===== config.mk =====
export PLATFORM = sky130hd
export DESIGN_NAME = bl_reader
export DESIGN_NICKNAME = d
export VERILOG_FILES = /design/src/rtl/pim_pkg.sv /design/src/rtl/bl_reader.sv
export SDC_FILE = /design/constraint.sdc
export NUM_CORES = 1
export LEC_CHECK = 0
export BUFFER_PORTS_ARGS = -buffer_cell sky130_fd_sc_hd__buf_2
export CAP_MARGIN = 20
export CORE_MARGIN = 1
export CORE_UTILIZATION = 25
export DETAILED_ROUTE_END_ITERATION = 6
export PLACE_DENSITY = 0.5
export SLEW_MARGIN = 30
export SYNTH_ARGS = -nofsm -noshare
export SYNTH_HDL_FRONTEND = slang
export SYNTH_SLANG_ARGS = --single-unit

===== constraint.sdc =====
create_clock -name CLK -period 7 [get_ports CLK]
set_input_delay 1.4 -clock CLK [delete_from_list [all_inputs] [get_ports CLK]]
set_output_delay 1.4 -clock CLK [all_outputs]
set_load 0.01 [all_outputs]

===== src/rtl/pim_pkg.sv =====
// Shared PIM array constants and the bitline-reader FSM encoding.
// Bus chunk width, row width and chunk count are fixed here for the whole array slice.
package pim_pkg;

    localparam int PIM_DATA_W  = 16;
    localparam int PIM_WORD_W  = 256;
    localparam int PIM_N_CHUNK = PIM_WORD_W / PIM_DATA_W;
    localparam int PIM_CNT_W   = 4;

    typedef enum logic [1:0] {
        ST_IDLE   = 2'd0,
        ST_STROBE = 2'd1,
        ST_WAIT   = 2'd2,
        ST_SEND   = 2'd3
    } bl_state_t;

endpackage


===== src/rtl/bl_reader.sv =====
// Reads one PIM array row and streams it out MSB-first as WORD_W/DATA_W chunks.
// Latency: strobe 1 cycle after start, first chunk 1 cycle after array valid.
// Backpressure: valid/ready; chunk, index and last hold while i_ready is low.
module bl_reader
    import pim_pkg::*;
#(
    parameter int DATA_W      = PIM_DATA_W,
    parameter int WORD_W      = PIM_WORD_W,
    parameter int TIMEOUT_CYC = 16
) (
    input  logic                 CLK,
    input  logic                 RSTN,
    input  logic                 i_read_start,
    output logic                 o_array_rd_en,
    input  logic                 i_array_valid,
    input  logic [WORD_W-1:0]    i_array_data,
    output logic                 o_valid,
    input  logic                 i_ready,
    output logic [DATA_W-1:0]    o_data,
    output logic [PIM_CNT_W-1:0] o_counter,
    output logic                 o_last,
    output logic                 o_busy,
    output logic                 o_done,
    output logic                 o_err
);

    localparam int N_CHUNK = WORD_W / DATA_W;
    localparam logic [PIM_CNT_W-1:0] LAST_IDX = PIM_CNT_W'(N_CHUNK - 1);
    localparam int TW = $clog2(TIMEOUT_CYC + 1);
    // Timeout is measured from the strobe cycle, so the final WAIT cycle sees TIMEOUT_CYC-2.
    localparam logic [TW-1:0] TMO_LAST = TW'(TIMEOUT_CYC - 2);

    bl_state_t            state_q, state_d;
    logic [WORD_W-1:0]    buf_q, buf_d;
    logic [PIM_CNT_W-1:0] cnt_q, cnt_d;
    logic [TW-1:0]        tmr_q, tmr_d;
    logic                 rd_en_q, rd_en_d;
    logic                 valid_q, valid_d;
    logic [DATA_W-1:0]    data_q, data_d;
    logic                 last_q, last_d;
    logic                 busy_q, busy_d;
    logic                 done_q, done_d;
    logic                 err_q, err_d;
    logic [WORD_W-1:0]    shifted;

    always_comb begin
        state_d = state_q;
        buf_d   = buf_q;
        cnt_d   = cnt_q;
        tmr_d   = tmr_q;
        done_d  = 1'b0;
        err_d   = 1'b0;

        case (state_q)
            ST_IDLE: begin
                if (i_read_start) begin
                    state_d = ST_STROBE;
                end
            end
            ST_STROBE: begin
                state_d = ST_WAIT;
                tmr_d   = '0;
            end
            ST_WAIT: begin
                // Capture beats a timeout landing in the same cycle.
                if (i_array_valid) begin
                    buf_d   = i_array_data;
                    cnt_d   = '0;
                    state_d = ST_SEND;
                end else if (tmr_q == TMO_LAST) begin
                    err_d   = 1'b1;
                    state_d = ST_IDLE;
                end else begin
                    tmr_d = tmr_q + TW'(1);
                end
            end
            ST_SEND: begin
                if (valid_q && i_ready) begin
                    if (cnt_q == LAST_IDX) begin
                        cnt_d   = '0;
                        done_d  = 1'b1;
                        state_d = ST_IDLE;
                    end else begin
                        cnt_d = cnt_q + PIM_CNT_W'(1);
                    end
                end
            end
            default: begin
                state_d = ST_IDLE;
            end
        endcase

        shifted = buf_d << (DATA_W * cnt_d);
        rd_en_d = (state_d == ST_STROBE);
        valid_d = (state_d == ST_SEND);
        last_d  = valid_d && (cnt_d == LAST_IDX);
        busy_d  = (state_d != ST_IDLE);
        data_d  = valid_d ? shifted[WORD_W-1 -: DATA_W] : '0;
    end

    always_ff @(posedge CLK or negedge RSTN) begin
        if (!RSTN) begin
            state_q <= ST_IDLE;
            buf_q   <= '0;
            cnt_q   <= '0;
            tmr_q   <= '0;
            rd_en_q <= 1'b0;
            valid_q <= 1'b0;
            data_q  <= '0;
            last_q  <= 1'b0;
            busy_q  <= 1'b0;
            done_q  <= 1'b0;
            err_q   <= 1'b0;
        end else begin
            state_q <= state_d;
            buf_q   <= buf_d;
            cnt_q   <= cnt_d;
            tmr_q   <= tmr_d;
            rd_en_q <= rd_en_d;
            valid_q <= valid_d;
            data_q  <= data_d;
            last_q  <= last_d;
            busy_q  <= busy_d;
            done_q  <= done_d;
            err_q   <= err_d;
        end
    end

    assign o_array_rd_en = rd_en_q;
    assign o_valid       = valid_q;
    assign o_data        = data_q;
    assign o_counter     = cnt_q;
    assign o_last        = last_q;
    assign o_busy        = busy_q;
    assign o_done        = done_q;
    assign o_err         = err_q;

endmodule


Word-level counts from Yosys, hierarchy flattened
Index checks and enable logic that the tools add are counted.
{ "word_totals": {"regBits": 289, "in_bits": 261, "out_inout_bits": 26, "elab_cells": 52} }
{ "classes": {"n_addsub": 2, "eq_ne": 10, "shift": 1, "mux": 22, "n_reduce_logical": 6} }
{ "op_table": {"columns": ["operator", "n"], "rows": [
  ["2-to-1 mux 256 bit", 2],
  ["left shift 256 x 8 -> 256 bit", 1],
  ["2-to-1 mux 16 bit", 1],
  ["2-to-1 mux 4 bit", 3],
  ["2-to-1 mux 2 bit", 5],
  ["2-to-1 mux 5 bit", 2],
  ["one-hot mux 5 bit (2 select lines)", 1],
  ["== test 4 bit, second input constant", 2],
  ["one-hot mux 2 bit (4 select lines)", 1],
  ["one-hot mux 4 bit (2 select lines)", 1],
  ["== test 2 bit, second input constant", 3],
  ["2-to-1 mux 1 bit", 6],
  ["adder 5 x 1 -> 5 bit, second input constant", 1],
  ["== test 5 x 4 -> 1 bit, second input constant", 1],
  ["adder 4 x 1 -> 4 bit, second input constant", 1],
  ["== test 2 x 1 -> 1 bit, second input constant", 2],
  ["!= test 2 bit, second input constant", 2],
  ["nonzero test 2 bit", 2],
  ["AND reduction 3 bit", 1],
  ["logical AND 1 bit", 2],
  ["logical NOT 2 bit", 1]
]} }

Longest topological paths before layout
{ "logic_depth": {"depth_word": 6, "depth_mapped": 10, "mapped_depth_nobuf": 8} }

Worst setup path before layout
Ideal clock, no wire load.
{ "synth_path": {"path_type": "input port to flip-flop", "start": "in i_ready", "end": "reg data_q[10], in the netlist o_data[10]", "setup_time_ps": 140, "arrival_ps": 2914, "required_time_ps": 6860, "slack_ps": 3947, "stages": 9, "n_path_buf": 1, "cell_sequence": "and4_1 > mux2i_1 > or2_4 > inv_2 > nand3_1 > clkbuf_1 > a2111oi_0 > nor4_1 > nand4_1"} }
{ "synth_via": {"elab_chain_cells": 5} }
{ "synth_rtl": {"columns": ["element", "line_no", "text"], "rows": [
  ["from (decl)", "bl_reader.sv:18", "input logic i_ready,"],
  ["logical AND 1 bit", "bl_reader.sv:78", "if (valid_q && i_ready) begin"],
  ["2-to-1 mux 4 bit", "bl_reader.sv:78", null],
  ["one-hot mux 4 bit (2 select lines)", "bl_reader.sv:54", "case (state_q)"],
  ["named net cnt_d[1]", "bl_reader.sv:35", "logic [PIM_CNT_W-1:0] cnt_q, cnt_d;"],
  ["left shift 256 x 8 -> 256 bit", "bl_reader.sv:93", "shifted = buf_d << (DATA_W * cnt_d);"],
  ["2-to-1 mux 16 bit", "bl_reader.sv:98", "data_d = valid_d ? shifted[WORD_W-1 -: DATA_W] : '0;"],
  ["named net data_d[10]", "bl_reader.sv:39", "logic [DATA_W-1:0] data_q, data_d;"],
  ["to (signal assigned)", "bl_reader.sv:121", "data_q <= data_d;"],
  ["to (decl)", "bl_reader.sv:39", null]
]} }
The timed path passes the listed nets, and every way through them passes these cells.
A chain may end at the register's enable or synchronous reset.

Worst setup path in the final report
{ "layout_path": {"start": "in i_array_valid", "end": "reg data_q[8], in the netlist o_data[8]"} }
{ "layout_via": {"elab_chain_cells": 4} }
{ "layout_rtl": {"columns": ["element", "line_no", "text"], "rows": [
  ["from (decl)", "bl_reader.sv:15", "input logic i_array_valid,"],
  ["2-to-1 mux 4 bit", "bl_reader.sv:66", "if (i_array_valid) begin"],
  ["one-hot mux 4 bit (2 select lines)", "bl_reader.sv:54", null],
  ["named net cnt_d[1]", "bl_reader.sv:35", null],
  ["left shift 256 x 8 -> 256 bit", "bl_reader.sv:93", null],
  ["2-to-1 mux 16 bit", "bl_reader.sv:98", null],
  ["named net data_d[8]", "bl_reader.sv:39", null]
]} }
The timed path passes the listed nets, and every way through them passes these cells.

==> flow_summary.ini <==
[clock_network]
ctsLongestPathBuffers = 3
cts_resized = 0
htree_levels = 2
cts_tree = done
ctsHoldBuffers = 0
clk_pin_slew_ns = 0.05
post_cts_buffers = 0
cts.sinks = 289
root_buffer = clkbuf_16
clk_latency_ns = 0.55
cts-buffers-inserted = 38

[synth]
synth-seq-cells = 289
ys_types = 52
synth_compound_area_frac = 0.0818
synth_cells = 1695
yosysSeqAreaShare = 0.516
muxShareOfSynthArea = 0.0538
synth_top_family_by_area = simple AND/OR/NAND/NOR gates
yosys.area_share.simple = 0.306
syn_area_sq_um = 14000
ys.warnings.count = 0
yosys.area.top_type = dfrtp_1
synthTopCellsByArea = dfrtp_1, nand2_1, mux2i_1, o22ai_1, mux2_2
async_flop_share = 1.00
synth_nets = 1959
synth_xor_area_frac = 0.00312
ys.flop_type = dfrtp_1
syn_area_per_cell_sq_um = 8.27
synth_edf_count = 0
synth_top_cell_area_share = 0.516
synthAdderAreaFrac = 0.00268

[floorplan]
rows = 86
chipWidth_microns = 239
coreArea_sq_um = 55200
die-area_sq_um = 57000
io_pins = 287
initial_core_util = 0.254
die_h_microns = 239

[global_route]
grt_pass1_wl_mm = 75.8
grt_overflow = 0
grt_pass1_vias = 12500
grt_start_max_net_pins = 200
track_usage = 0.176
antenna_found_initial = 4

[run]
maxCapViolCount = 0

[sta]
final.setup.worst_slack_ns = 2.88
fin_worst_skew_ns = 0.0155
rsz0062_at_grt = no
tns_ns = 0
timing.fmax_ghz = 0.243
fin_crit_sh = 0.589
slew_violations = 0
finalHoldViolCount = 0
fin_crit_ns = 4.12
worst_slew_pin_slew_ns = 1.01
setup_violations = 0
relSlewSlack = 0.318

[finish]
post-route-util = 0.314
drive_gt1_frac = 0.209
num-fill-cells = 5829
finalNetCount = 2187
area_growth_pct = 23.6

[power]
ir_worst_vdd_mv = 0.210
cellPowerDensity_nw_per_um2 = 470
power_leakage_nw = 8.76

[drt]
vias_per_cell = 4.73
drc = 0
routed-via-count = 12800
drt_iter0_markers = 1035
routed_wl_mm = 50.5
wl_per_cell_microns = 18.7
drt-pass1-iter-count = 5
ant_nets = 0

[placed_design]
gp_congestion = 0.857
dpl.hpwl_mm = 34.8
post-place-ws_ns = 2.32
port-buffer-count = 286

[critical_path]
crit_chain = buf_2 > and3b_4 > or2_4 > inv_2 > nand3b_1 > a2111oi_0 > nor4_1 > nand4_1
end_kind = flip-flop
start_kind = primary input
required_ns = 7.37
crit_path_max_fanout = 65
slowest_delay_ns = 0.91
slowest_stage = nor4_1
worstSetupPathType = primary input to flip-flop
arrival_ns = 4.49

[hold_path]
hold_class = flip-flop to flip-flop

[run_status]
status = finished clean
-- per-stage QoR --
| step | total power [mW] | cell area [sq um] | cells | hold WS (ns) |
|---|---|---|---|---|
| finish | 8.14 | 17300 | 2700 | 0.463 |
| global placement | 6.24 | 16100 | 2631 | 0.448 |
| floorplan | 5.08 | 14000 | 1695 | 0.434 |
| detailed placement | 6.31 | 16100 | 2631 | 0.451 |
| CTS | 8.26 | 17300 | 2697 | 0.465 |
| global route | 8.75 | 17300 | 2699 | 0.480 |
-- placed cells by master, fill, tap and decap left out, types with 4 or more instances in the layout --
master     instances
clkbuf_16         38
clkbuf_8          10
a2111oi_0         30
mux2_1             8
nand3_1           36
xor2_1             4
dfrtp_1          289
buf_12             4
o22ai_1           56
mux2_2            27
nor2_2             4
clkbuf_1          10
mux2i_1           36
nand4_1           17
buf_2            285
o21ai_0            5
and3_1            29
nor2_1            67
o211ai_1          31
nor4_1            39
nand2_1          833
buf_4             11
inv_1              4
a21oi_1            7
a22oi_1           14
-- cells by family after synthesis --
kind of cell / count (synthesis)
compound gates: 158
xor+xnor: 5
fa+ha+maj: 3
buf+inv: 119
flops: 289
mux: 71
simple gates: 1050
-- final timing paths --
check                      depth (start not counted)              startpoint                    to  slack [ns]
max reg2reg                                        8  o_counter[0]$_DFF_PN0_   o_data[8]$_DFF_PN0_        3.16
min reg2reg                                        2     buf_q[65]$_DFF_PN0_   buf_q[65]$_DFF_PN0_        0.46
min in group asynchronous                          1                    RSTN  buf_q[129]$_DFF_PN0_        0.87
max in group asynchronous                          2                    RSTN      o_busy$_DFF_PN0_        4.75
max                                                8           i_array_valid   o_data[8]$_DFF_PN0_        2.88
min                                                2     buf_q[65]$_DFF_PN0_   buf_q[65]$_DFF_PN0_        0.46
-- layer usage --
layer / up-vias / routed length (microns) / GRT usage / part of all wire
li1: 6101 / - / - / -
met1: 6174 / 23400 / 0.248 / 0.46
met2: 420 / 23000 / 0.272 / 0.46
met3: 68 / 2740 / 0.0275 / 0.054
met4: 0 / 1440 / 0.0587 / 0.029
met5: - / 0 / 0 / 0
-- state kept, by name, indices dropped and copies added (netlist names), 2 cells and up --
name and count:
o_data 16, buf_q 256, o_counter 4, state_q 2
tmr_q 5
-- synthesized netlist by cell type (3+ instances only) --
cell,count
dfrtp_1,289
xor2_1,4
nand4_1,17
mux2_2,27
and3_1,29
and2_1,3
buf_2,28
ha_1,3
buf_4,5
nor2_1,67
or2_2,3
o211ai_1,31
nor2_2,5
nand3_1,36
clkbuf_1,74
mux2i_1,36
mux2_1,8
nand2_1,834
o22ai_1,56
nor4_1,42
buf_1,4
a22oi_1,14
a21oi_1,7
a2111oi_0,30
o21ai_0,5
inv_1,4
-- worst max-delay path: cells and delay by family --
family | cells | cell delay, ns
AND/OR/NAND/NOR | 5 | 2.70
buffers and inverters | 2 | 0.19
AO/OA/AOI/OAI | 1 | 0.17
-- report_power, final --
group          total [mW]  switching [mW]  internal, mW
logic                3.26            2.05          1.21
registers            2.98           0.484          2.50
clock network        1.90           0.756          1.15
total                8.14            3.29          4.85
-- area by class of cell --
| type | count | area [sq um] | area share |
|---|---|---|---|
| inverters | 6 | 22.5 | 0.00130 |
| clock buffers | 58 | 1130 | 0.0650 |
| repair buffers | 301 | 1600 | 0.0926 |
| clock inverters | 8 | 90.1 | 0.00520 |
| multi-input cells | 1287 | 6310 | 0.364 |
| diodes | 3 | 7.51 | 0.000433 |
| well taps | 748 | 936 | 0.0540 |
| flip-flops and latches | 289 | 7230 | 0.417 |
Note: power is estimated with default switching activity, not from simulation.
